<file path="config.mk">
export PLATFORM = sky130hd
export DESIGN_NAME = systolic_array_feeder_flat
export DESIGN_NICKNAME = d
export VERILOG_FILES = /design/src/rtl/systolic_array_feeder_pkg.sv /design/src/rtl/systolic_array_feeder_if.sv /design/src/rtl/systolic_array_feeder_skew_lane.sv /design/src/rtl/systolic_array_feeder.sv /design/src/flat_wrapper.sv
export SDC_FILE = /design/constraint.sdc
export NUM_CORES = 1
export LEC_CHECK = 0
export CORE_AREA = 2 2 169 105
export DETAILED_ROUTE_END_ITERATION = 6
export DIE_AREA = 0 0 171 107
export PLACE_DENSITY = 0.83
export SYNTH_ARGS = -nofsm -noshare
export SYNTH_HDL_FRONTEND = slang
export SYNTH_SLANG_ARGS = --single-unit
</file>
<file path="constraint.sdc">
create_clock -name CLK -period 2.8 [get_ports CLK]
set_input_delay 0.28 -clock CLK [delete_from_list [all_inputs] [get_ports CLK]]
set_output_delay 0.28 -clock CLK [all_outputs]
set_load 0.03 [all_outputs]
</file>
<file path="src/rtl/systolic_array_feeder_pkg.sv">
// Shared constants, FSM encoding and element indexing for the 3x3 systolic feeder.
package systolic_array_feeder_pkg;
  localparam int N        = 3;
  localparam int CW       = 4;
  localparam int FEED_LEN = 2 * N;

  typedef enum logic [1:0] {IDLE, FEED, DRAIN} state_e;

  function automatic int idx(input int r, input int c);
    return N * r + c;
  endfunction
endpackage

</file>
<file path="src/rtl/systolic_array_feeder_if.sv">
// Load port and array-side stream bundle of the systolic feeder.
interface systolic_array_feeder_if #(parameter int DATAWIDTN = 8);
  logic                   in_valid;
  logic                   in_ready;
  logic [9*DATAWIDTN-1:0] a_mat;
  logic [9*DATAWIDTN-1:0] b_mat;
  logic                   start;
  logic                   busy;
  logic                   done;
  logic [DATAWIDTN-1:0]   A0, A1, A2;
  logic [DATAWIDTN-1:0]   B0, B1, B2;

  modport slave (
    input  in_valid, a_mat, b_mat,
    output in_ready, start, busy, done, A0, A1, A2, B0, B1, B2
  );
  modport master (
    output in_valid, a_mat, b_mat,
    input  in_ready, start, busy, done, A0, A1, A2, B0, B1, B2
  );
endinterface

</file>
<file path="src/rtl/systolic_array_feeder_skew_lane.sv">
// One skewed stream lane: emits vec[cyc-LANE] while that index lies in 0..N-1, else 0.
module skew_lane
  import systolic_array_feeder_pkg::*;
#(
  parameter int DW   = 8,
  parameter int LANE = 0
) (
  input  logic [N-1:0][DW-1:0] vec_i,
  input  logic [CW-1:0]        cyc_i,
  input  logic                 en_i,
  output logic [DW-1:0]        el_o
);
  // Extra MSB catches cyc < LANE as a borrow.
  logic [CW:0] diff;
  assign diff = {1'b0, cyc_i} - (CW+1)'(LANE);

  always_comb begin
    el_o = '0;
    if (en_i && !diff[CW] && (diff[CW-1:0] < CW'(N)))
      el_o = vec_i[diff[1:0]];
  end
endmodule

</file>
<file path="src/rtl/systolic_array_feeder.sv">
// Captures an operand pair, then streams it diagonally skewed into a 3x3 systolic array.
module systolic_array_feeder
  import systolic_array_feeder_pkg::*;
#(
  parameter int DATAWIDTN = 8,
  parameter int RUN_LEN   = 8
) (
  input logic                     CLK,
  input logic                     RST,
  systolic_array_feeder_if.slave  bus
);
  localparam int DW = DATAWIDTN;

  state_e                     state_q, state_d;
  logic [CW-1:0]              cyc_q, cyc_d;
  logic [N*N-1:0][DW-1:0]     a_q, a_d, b_q, b_d;
  logic [N-1:0][N-1:0][DW-1:0] row_v, col_v;
  logic [N-1:0][DW-1:0]       a_lane, b_lane, a_str_q, b_str_q;
  logic                       start_q, done_q, rdy_q;
  logic                       feed_d;

  always_comb begin
    state_d = state_q;
    cyc_d   = cyc_q;
    a_d     = a_q;
    b_d     = b_q;
    case (state_q)
      IDLE: if (bus.in_valid) begin
        state_d = FEED;
        cyc_d   = '0;
        a_d     = bus.a_mat;
        b_d     = bus.b_mat;
      end
      default: if (cyc_q == CW'(RUN_LEN-1)) begin
        state_d = IDLE;
        cyc_d   = '0;
      end else begin
        cyc_d   = cyc_q + 1'b1;
        state_d = (cyc_d >= CW'(FEED_LEN)) ? DRAIN : FEED;
      end
    endcase
  end

  assign feed_d = (state_d == FEED);

  // Lanes look at next-state values so the stream registers hold cycle c's data during cycle c.
  for (genvar i = 0; i < N; i++) begin : g_lane
    for (genvar k = 0; k < N; k++) begin : g_el
      assign row_v[i][k] = a_d[idx(i, k)];
      assign col_v[i][k] = b_d[idx(k, i)];
    end
    skew_lane #(.DW(DW), .LANE(i)) u_row (
      .vec_i(row_v[i]), .cyc_i(cyc_d), .en_i(feed_d), .el_o(a_lane[i])
    );
    skew_lane #(.DW(DW), .LANE(i)) u_col (
      .vec_i(col_v[i]), .cyc_i(cyc_d), .en_i(feed_d), .el_o(b_lane[i])
    );
  end

  always_ff @(posedge CLK) begin
    if (RST) begin
      state_q <= IDLE;
      cyc_q   <= '0;
      a_q     <= '0;
      b_q     <= '0;
      a_str_q <= '0;
      b_str_q <= '0;
      start_q <= 1'b0;
      done_q  <= 1'b0;
      rdy_q   <= 1'b1;
    end else begin
      state_q <= state_d;
      cyc_q   <= cyc_d;
      a_q     <= a_d;
      b_q     <= b_d;
      a_str_q <= a_lane;
      b_str_q <= b_lane;
      start_q <= (state_d != IDLE);
      done_q  <= (state_d != IDLE) && (cyc_d == CW'(RUN_LEN-1));
      rdy_q   <= (state_d == IDLE);
    end
  end

  assign bus.A0       = a_str_q[0];
  assign bus.A1       = a_str_q[1];
  assign bus.A2       = a_str_q[2];
  assign bus.B0       = b_str_q[0];
  assign bus.B1       = b_str_q[1];
  assign bus.B2       = b_str_q[2];
  assign bus.start    = start_q;
  assign bus.busy     = start_q;
  assign bus.done     = done_q;
  assign bus.in_ready = rdy_q;
endmodule

</file>
<file path="src/flat_wrapper.sv">
// flat-port wrapper written by rule: the top's interface ports become plain ports
module systolic_array_feeder_flat import systolic_array_feeder_pkg::*;
#(
  parameter int DATAWIDTN = 8,
  parameter int RUN_LEN   = 8
)
  (CLK, RST, bus_in_valid, bus_a_mat, bus_b_mat, bus_in_ready, bus_start, bus_busy, bus_done, bus_A0, bus_A1, bus_A2, bus_B0, bus_B1, bus_B2);
  systolic_array_feeder_if #(.DATAWIDTN(DATAWIDTN)) bus_i ();
  input logic CLK;
  input logic RST;
  input wire logic [$bits(bus_i.in_valid)-1:0] bus_in_valid;
  input wire logic [$bits(bus_i.a_mat)-1:0] bus_a_mat;
  input wire logic [$bits(bus_i.b_mat)-1:0] bus_b_mat;
  output wire logic [$bits(bus_i.in_ready)-1:0] bus_in_ready;
  output wire logic [$bits(bus_i.start)-1:0] bus_start;
  output wire logic [$bits(bus_i.busy)-1:0] bus_busy;
  output wire logic [$bits(bus_i.done)-1:0] bus_done;
  output wire logic [$bits(bus_i.A0)-1:0] bus_A0;
  output wire logic [$bits(bus_i.A1)-1:0] bus_A1;
  output wire logic [$bits(bus_i.A2)-1:0] bus_A2;
  output wire logic [$bits(bus_i.B0)-1:0] bus_B0;
  output wire logic [$bits(bus_i.B1)-1:0] bus_B1;
  output wire logic [$bits(bus_i.B2)-1:0] bus_B2;
  assign bus_i.in_valid = bus_in_valid;
  assign bus_i.a_mat = bus_a_mat;
  assign bus_i.b_mat = bus_b_mat;
  assign bus_in_ready = bus_i.in_ready;
  assign bus_start = bus_i.start;
  assign bus_busy = bus_i.busy;
  assign bus_done = bus_i.done;
  assign bus_A0 = bus_i.A0;
  assign bus_A1 = bus_i.A1;
  assign bus_A2 = bus_i.A2;
  assign bus_B0 = bus_i.B0;
  assign bus_B1 = bus_i.B1;
  assign bus_B2 = bus_i.B2;
  systolic_array_feeder #(.DATAWIDTN(DATAWIDTN), .RUN_LEN(RUN_LEN)) u_core (.CLK(CLK), .RST(RST), .bus(bus_i));
endmodule
</file>
# Yosys cells after proc, flatten, opt, wreduce, memory -nomap -nowiden
# Cells that the tools add are included.
# classes
n_addsub	3
n_mux	23
bitwise_logic	3
n_reduce_logical	14
magnitude_cmp	7
eq_ne	3
# op_table
operator	count
72-bit 2-to-1 mux	4
8-bit binary-select mux with 2-bit select	6
8-bit 2-to-1 mux	6
4-bit by 2-bit < comparator with 1-bit output, second input constant	3
4-bit 2-to-1 mux	3
2-bit by 3-bit < comparator with 1-bit output, second input constant	3
4-bit by 3-bit == test with 1-bit output, second input constant	2
2-bit 2-to-1 mux	4
1-bit logical AND	6
2-bit OR reduction	3
4-bit by 1-bit subtractor with 5-bit output, second input constant	1
4-bit by 2-bit subtractor with 5-bit output, second input constant	1
4-bit by 1-bit adder with 4-bit output, second input constant	1
4-bit by 3-bit greater-or-equal comparator with 1-bit output, second input constant	1
2-bit zero test	2
1-bit NOT	3
2-bit by 1-bit == test with 1-bit output, second input constant	1
1-bit zero test	2
2-bit nonzero test	1
# totals
wordCells	82
output_inout_bits	52
ff_bits	201
inputBits	147

# Depth between registers and ports, before layout
# Gate-level depths: netlist of the first run.
# depth
ltp_word	10
ltp_mapped	13
ltp_nobuf	9

# Hierarchy
# Synthesis of the first run repeated with hierarchy kept, for this count alone.
# hier_totals
hier_cells	848
hier_area_um2	9609.2
# modules_own_cells
module	cells_per_inst	area_per_inst_um2	seq_area_each_um2	instances
systolic_array_feeder	626	7702.4	4023.9	1
skew_lane at u_core.g_lane[2].u_col ...	37	337.8	0.0	2
skew_lane at u_core.g_lane[1].u_col ...	36	314.1	0.0	2
skew_lane at u_core.g_lane[0].u_col ...	38	301.5	0.0	2

# Worst setup path before layout of the first run
# OpenSTA, ideal clock, no wires.
# synth_path
path_type	flip-flop to flip-flop
startpoint	reg u_core.cyc_q[0]
endpoint	reg u_core.a_str_q, in the netlist u_core.bus.A1[4]
period_less_slack_ps	2517
setup_slack_ps	283
stages_incl_launch_ff	13
arrival_time_ps	2400
required_time_ps	2683
setup_ps	117
n_path_buf	4
path_cell_list	dfxtp_1 > ha_1 > nand3b_1 > a32oi_1 > buf_4 > buf_2 > buf_2 > ha_1 > inv_1 > and3_1 > o211ai_4 > buf_6 > nor3_2
# synth_between
elab_chain_cells	10
elab_cells_between_ends	19
classes_between	add/sub: 2; order compare: 2; eq/ne: 2; mux: 8; bitwise: 1; reduce/logical: 4
# synth_lines
element	line	rtl
start: declaration	systolic_array_feeder.sv:15	logic [CW-1:0] cyc_q, cyc_d;
start signal: assignment	systolic_array_feeder.sv:73	cyc_q <= cyc_d;
parallel branches: the longest is 10 deep, another holds 4-bit by 1-bit subtractor with 5-bit output	n/a	
end signal: assignment	systolic_array_feeder.sv:76	a_str_q <= a_lane;
end: declaration	systolic_array_feeder.sv:18	logic [N-1:0][DW-1:0] a_lane, b_lane, a_str_q, b_str_q;
# Parallel ways; which one is timed is not known. The select of a mux whose other input is x is not followed.
# A chain may end at the register's enable or synchronous reset.

# Worst setup path after layout of the first run
# layout_path
startpoint	reg u_core.cyc_q[1]
endpoint	reg u_core.b_str_q, in the netlist u_core.bus.B2[4]
# layout_between
elab_chain_cells	10
elab_cells_between_ends	19
classes_between	add/sub: 2; order compare: 2; eq/ne: 2; mux: 8; bitwise: 1; reduce/logical: 4
# layout_lines
element	line	rtl
parallel branches: the longest is 10 deep, another holds 4-bit by 2-bit subtractor with 5-bit output	n/a	
end signal: assignment	systolic_array_feeder.sv:77	b_str_q <= b_lane;
end: declaration	systolic_array_feeder.sv:18	
# Parallel ways; which one is timed is not known. The select of a mux whose other input is x is not followed.

==> results.yml, run 1 <==
timing:
  max_freq_mhz: 380
  maxSlewViolCount: 0
  holdWs_ps: 128
  period_minus_slack_ps: 2630
  clock_skew_ps: 19.3
  relSlewSlack_pct: 29.3
  hold_viol_final: 0
  min_period_over_period_pct: 93.9
  setup_slack_ps: 171
  worst-slew-pin-transition_ps: 1060
  finalSetupViolCount: 0
global_route:
  grt_overflow: 0
  use_met3_pct: 5.32
  grtUsageTotal_pct: 22.7
  grt_pass1_vias: 6452
  grt_use_met2_pct: 35.4
  grt_max_degree: 82
  antenna_found_initial: 2
  grt_pass1_wl_mm: 33.4
  top_usage_layer: "met2"
  grt_util_met1_pct: 32.1
critical_path:
  max_stage_delay_ps: 470
  path_cells: "ha_2 -> o21ai_0 -> or2_2 -> nand2_2 -> inv_1 -> ha_1 -> a31oi_2 -> mux2i_4 -> buf_4 -> nor3_2"
  crit_buf_inv: 2
  critPathCaptureType: "register"
  crit_path_max_fanout: 16
  start_kind: "register"
  arrival_ps: 3030
  crit_type: "register to register"
  crit_family: "simple AND/OR/NAND/NOR gates"
  cp_slowest_cell: "dfxtp_1"
  required_ps: 3200
power_and_ir_drop:
  leakagePower_uw: 0.00436
  power_density_nw_per_um2: 668
  ir_worst_vdd_mv: 0.309
cts:
  cts_hold_buf: 0
  cts-htree-levels: 1
  clkTransAtPathRegs_ps: 60
  cts_made_buffers: 19
  clk_latency_ps: 490
  cts_buffer_depth: 3
  clock-sinks: 201
  cts-root-buf: "clkbuf_16"
  cts_tree: "yes"
detailed_routing:
  first_iter_violations: 468
  dr_total_vias: 6747
  drtAntennaViolNets: 0
  routed_wl_mm: 21.2
  first_pass_iters: 5
  wire_per_inst_um: 16.3
  viasPerCell: 5.19
  drc_errors: 0
final_layout:
  design_area_um2: 10800
  syn_to_final_growth_pct: 34.5
  finish.utilization_pct: 64.6
  final_common_cell: "dfxtp_1"
  finalNonFillerCells: 1301
  mostFrequentLayoutCells: "dfxtp_1, clkdlybuf4s50_1, nand2_1"
  final_nets: 1209
  drive_gt1_share_pct: 8.54
synth:
  synth_fa_ha_area_share_pct: 1.09
  synth_top_family_by_area: "simple AND/OR/NAND/NOR gates"
  ys_warn_count: 0
  yosysSeqAreaShare_pct: 50.0
  netlist_instances: 883
  synth_edf_count: 0
  synthFlopType: "dfxtp_1"
  avgSynthCellArea_um2: 9.12
  ys_async_sr_fraction_pct: 0
  synthMuxAreaShare_pct: 12.2
  ys_ff_latch: 201
  yosysUniqueCellTypes: 43
  synth_fp_nets: 1037
  synth_compound_area_share_pct: 9.76
  synth_xor_area_share_pct: 0.218
  synthSimpleGateAreaFrac_pct: 21.9
  syn_area_um2: 8050
placement:
  place_inst: 1268
  place_worst_setup_slack_ps: 15.3
  portBuffers: 198
  gp_congestion: 0.868
  placed_area_um2: 10200
  hpwl_mm: 14.5
floorplan:
  start_util_pct: 48.0
  io_pins: 199
  rows: 37
  core_area_um2: 16800
  die_area_um2: 18300
  die_w_um: 171
  die_h_um: 107
job:
  drv_cap: 0
worst_hold_path:
  hp-class: "input port to register"
run_status:
  status: "finished clean"
==> cells by family after synthesis <==
group	after synthesis
mux	97
fa+ha+maj	7
xor+xnor	2
simple gates	393
buf+inv	74
flops	201
compound gates	109
==> layout make-up <==
class | instances | area [µm²]
fill | 1380 | 5930
sequential | 201 | 4030
multi-input combinational | 608 | 3680
timing repair buffer | 217 | 2150
clock buffer | 29 | 583
tap | 234 | 293
clock inverter | 3 | 68.8
inverter | 8 | 30.0
antenna | 1 | 2.50
==> synthesized netlist by cell type, drive strengths merged, types with 2 or more instances <==
library cell,number,area [µm²]
or2,2,15.0
nor2,134,503
mux2i,97,983
nand2,179,679
nand3b,3,38.8
buf,37,253
o32a,16,160
clkbuf,29,109
a21oi,50,250
nand3,2,20.0
nor3,50,350
and3,17,106
a31oi,18,113
inv,8,30.0
a32oi,17,149
ha,7,87.6
dfxtp,201,4020
==> final timing paths <==
path | start | end | slack [ps] | cells after the start
worst min register to register | u_core.b_q[45] | u_core.b_q[45] | 460 | 2
worst min-delay path | RST | u_core.state_q[0] | 130 | 2
worst max-delay path | u_core.cyc_q[1] | u_core.bus.B2[4] | 170 | 10
worst max register to register | u_core.cyc_q[1] | u_core.bus.B2[4] | 170 | 10
==> repair_timing <==
| item | in CTS | in global routing |
|---|---|---|
| endpoints found under the setup margin | 0 | 39 |
| buffers inserted | 0 | 0 |
| resized for setup | 0 | 4 |
==> layer usage <==
metal | vias to the layer above | routed length (µm) | share of wire (%)
li1 | 3332 | - | -
met1 | 3149 | 9830 | 46
met2 | 226 | 9420 | 44
met3 | 38 | 1510 | 7.1
met4 | 2 | 417 | 2.0
met5 | - | 13 | 0.061
==> registers in the layout (all words and copies together) (netlist names) <==
register / count
u_core.bus.A0: 8
u_core.bus.in_ready: 1
u_core.cyc_q: 4
u_core.bus.A2: 8
u_core.b_q: 72
u_core.bus.B2: 8
u_core.state_q: 2
u_core.bus.A1: 8
u_core.a_q: 72
u_core.bus.B1: 8
u_core.bus.B0: 8
u_core.bus.busy: 1
u_core.bus.done: 1
==> report_power, final <==
part	total [µW]	internal [µW]	switching, µW
sequential	3110	3050	64.1
clock	2680	1620	1060
combinational	1450	632	818
total	7240	5290	1940
==> per-stage QoR <==
stage	TNS [ps]	total power (µW)
after CTS	0	7280
after global placement	0	4580
after floorplan	0	4110
after global routing	-78.9	7560
after detailed placement	0	4610
final	0	7240
==> worst register-to-register path: cells and delay by family (launching register included) <==
family,cells,cell delay (ps)
AND/OR/NAND/NOR,3,680
AO/OA/AOI/OAI,2,380
flip-flops,1,470
adder cells (fa/ha/maj),2,580
buffers and inverters,2,320
multiplexers,1,100
Note: power is estimated with default switching activity, not from simulation.
==> run 2: changes to the inputs <==
- SETUP_SLACK_MARGIN: unset -> 0.5
==> results.yml, run 2 (synthesis gave the netlist of run 1 again) <==
final_layout:
  fillCellCount: 1378
  final_nets: 1222
  final_common_cell: "dfxtp_1"
  design_area_um2: 11000
  top_regs: "u_core.a_q (72), u_core.b_q (72)"
  mostFrequentLayoutCells: "dfxtp_1, clkdlybuf4s50_1, nand2_1"
  drive_gt1_share_pct: 9.92
  syn_to_final_growth_pct: 36.7
cts:
  clock-sinks: 201
  cts_buffer_depth: 3
  clk_latency_ps: 480
  cts-htree-levels: 1
  cts_tree: "yes"
  cts-root-buf: "clkbuf_16"
  cts_made_buffers: 19
  clkTransAtPathRegs_ps: 60
critical_path:
  crit_path_max_fanout: 10
  arrival_ps: 2600
  reg2reg_setup_slack_ps: 580
  timing.rr.start: "u_core.cyc_q[1]"
  crit_family: "compound AO/OA/AOI/OAI gates"
  ff2ff_path_depth: 9
  required_ps: 3190
  max_stage_delay_ps: 390
  r2r-end: "u_core.bus.A1[1]"
  cp_slowest_cell: "dfxtp_4"
  critPathCaptureType: "register"
  crit_buf_inv: 5
  start_kind: "register"
  crit_type: "register to register"
  crit_top_cell: "inv_1"
  path_cells: "inv_1 -> ha_1 -> inv_1 -> a32oi_4 -> buf_6 -> inv_2 -> o311a_4 -> buf_12 -> nor3_1"
placement:
  gp_congestion: 0.790
  placed_area_um2: 10300
  hpwl_mm: 15.3
  portBuffers: 198
  place_worst_setup_slack_ps: -37.8
worst_hold_path:
  hp-class: "input port to register"
  hold-path-endpoint: "u_core.a_q[70]"
  min_from: "RST"
  whs_path_depth: 2
timing:
  hold_viol_final: 0
  tns_ps: 0
  maxSlewViolCount: 0
  max_freq_mhz: 451
  period_minus_slack_ps: 2220
  relSlewSlack_pct: 56.2
  holdWs_ps: 236
  clock_skew_ps: 7.54
  worst-slew-pin-transition_ps: 657
  rsz0062_at_grt: "false"
  min_period_over_period_pct: 79.2
  setup_slack_ps: 583
  finalSetupViolCount: 0
detailed_routing:
  drtAntennaViolNets: 0
  first_pass_iters: 6
  routed_wl_mm: 22.0
  wire_per_inst_um: 16.7
  first_iter_violations: 581
  dr_total_vias: 6887
  viasPerCell: 5.24
  drc_errors: 0
floorplan:
  start_util_pct: 48.0
  die_w_um: 171
  die_h_um: 107
  die_area_um2: 18300
  rows: 37
  io_pins: 199
  core_area_um2: 16800
global_route:
  grtUsageTotal_pct: 23.6
  use_met3_pct: 4.17
  grt_pass1_wl_mm: 34.3
  grt_overflow: 0
  grt_pass1_vias: 6738
  grt_use_met2_pct: 37.8
  grt_max_degree: 57
  top_usage_layer: "met2"
  grt_util_met1_pct: 32.9
  antenna_found_initial: 0
power_and_ir_drop:
  ir_worst_vdd_mv: 0.352
  switchingPower_uw: 1980
  leakagePower_uw: 0.00442
  combinationalPowerShare_pct: 21.8
  swShare_pct: 28.2
  power_uw: 7010
  p_int_uw: 5040
  seq_power_share_pct: 44.4
  p_clk_share_pct: 33.8
  power_density_nw_per_um2: 637
run_status:
  status: "finished clean"
job:
  drv_cap: 0
[run 2: cell types whose count changed in the layout (fill, tap and decap cells not counted), moves of 2 or more]
cell       change
nor3_1         -4
buf_4          +2
bufinv_16      -2
nor3_2         +4
buf_6          +3
clkbuf_8       -5
clkbuf_1       +4
clkinv_2       +4
buf_12         +8
dfxtp_4        +2
[run 2: final cells by class]
type / instances / area, µm² / area share, %
Clock buffer: 28 / 529 / 4.81
Timing Repair Buffer: 230 / 2360 / 21.4
Sequential cell: 201 / 4030 / 36.6
Multi-Input combinational cell: 608 / 3740 / 34.0
Clock inverter: 4 / 20.0 / 0.182
Antenna cell: 1 / 2.50 / 0.0227
Tap cell: 234 / 293 / 2.66
Inverter: 8 / 30.0 / 0.273
[run 2: metrics by stage]
step / utilization (%) / instances
2_1_floorplan: - / 883
3_3_place_gp: 61.2 / 1273
3_5_place_dp: 61.2 / 1273
4_1_cts: 64.9 / 1307
5_1_grt: 65.7 / 1313
6_report: 65.7 / 1314
[run 2: power groups by stage]
stage | Sequential (µW) | Clock [µW] | Combinational (µW)
global route | 3130 | 2500 | 1670
CTS | 3120 | 2390 | 1490
floorplan | 3220 | 0 | 899
finish | 3120 | 2370 | 1530
detailed placement | 3180 | 0 | 1460
global placement | 3170 | 0 | 1440
[run 2: routing by layer]
layer / vias to the layer above / routed length (µm)
met3: 43 / 1450
met1: 3233 / 10300
met5: - / 0
met4: 0 / 463
li1: 3363 / -
met2: 248 / 9700
[run 2: repair_timing]
| item | 4_1_cts | 5_1_grt |
|---|---|---|
| gates resized for setup | 5 | 11 |
| buffers inserted | 2 | 6 |
| hold buffers | 0 | 0 |
| pin swaps | 1 | 3 |
| setup endpoints to repair | 47 | 48 |
[run 2: worst max-delay path by stage]
| stage | startpoint | endpoint | slack, ps | depth (start not counted) |
|---|---|---|---|---|
| 3_5_place_dp | bus_in_valid | u_core.bus.B0[5] | -40 | 7 |
| 6_report | u_core.cyc_q[1] | u_core.bus.A1[1] | 580 | 9 |
| 3_3_place_gp | bus_in_valid | u_core.bus.A0[0] | 140 | 7 |
| 4_1_cts | u_core.cyc_q[0] | u_core.bus.A2[0] | 460 | 10 |
| 5_1_grt | u_core.cyc_q[1] | u_core.bus.A1[1] | 500 | 9 |
| 2_1_floorplan | u_core.cyc_q[1] | u_core.bus.A1[4] | 510 | 13 |
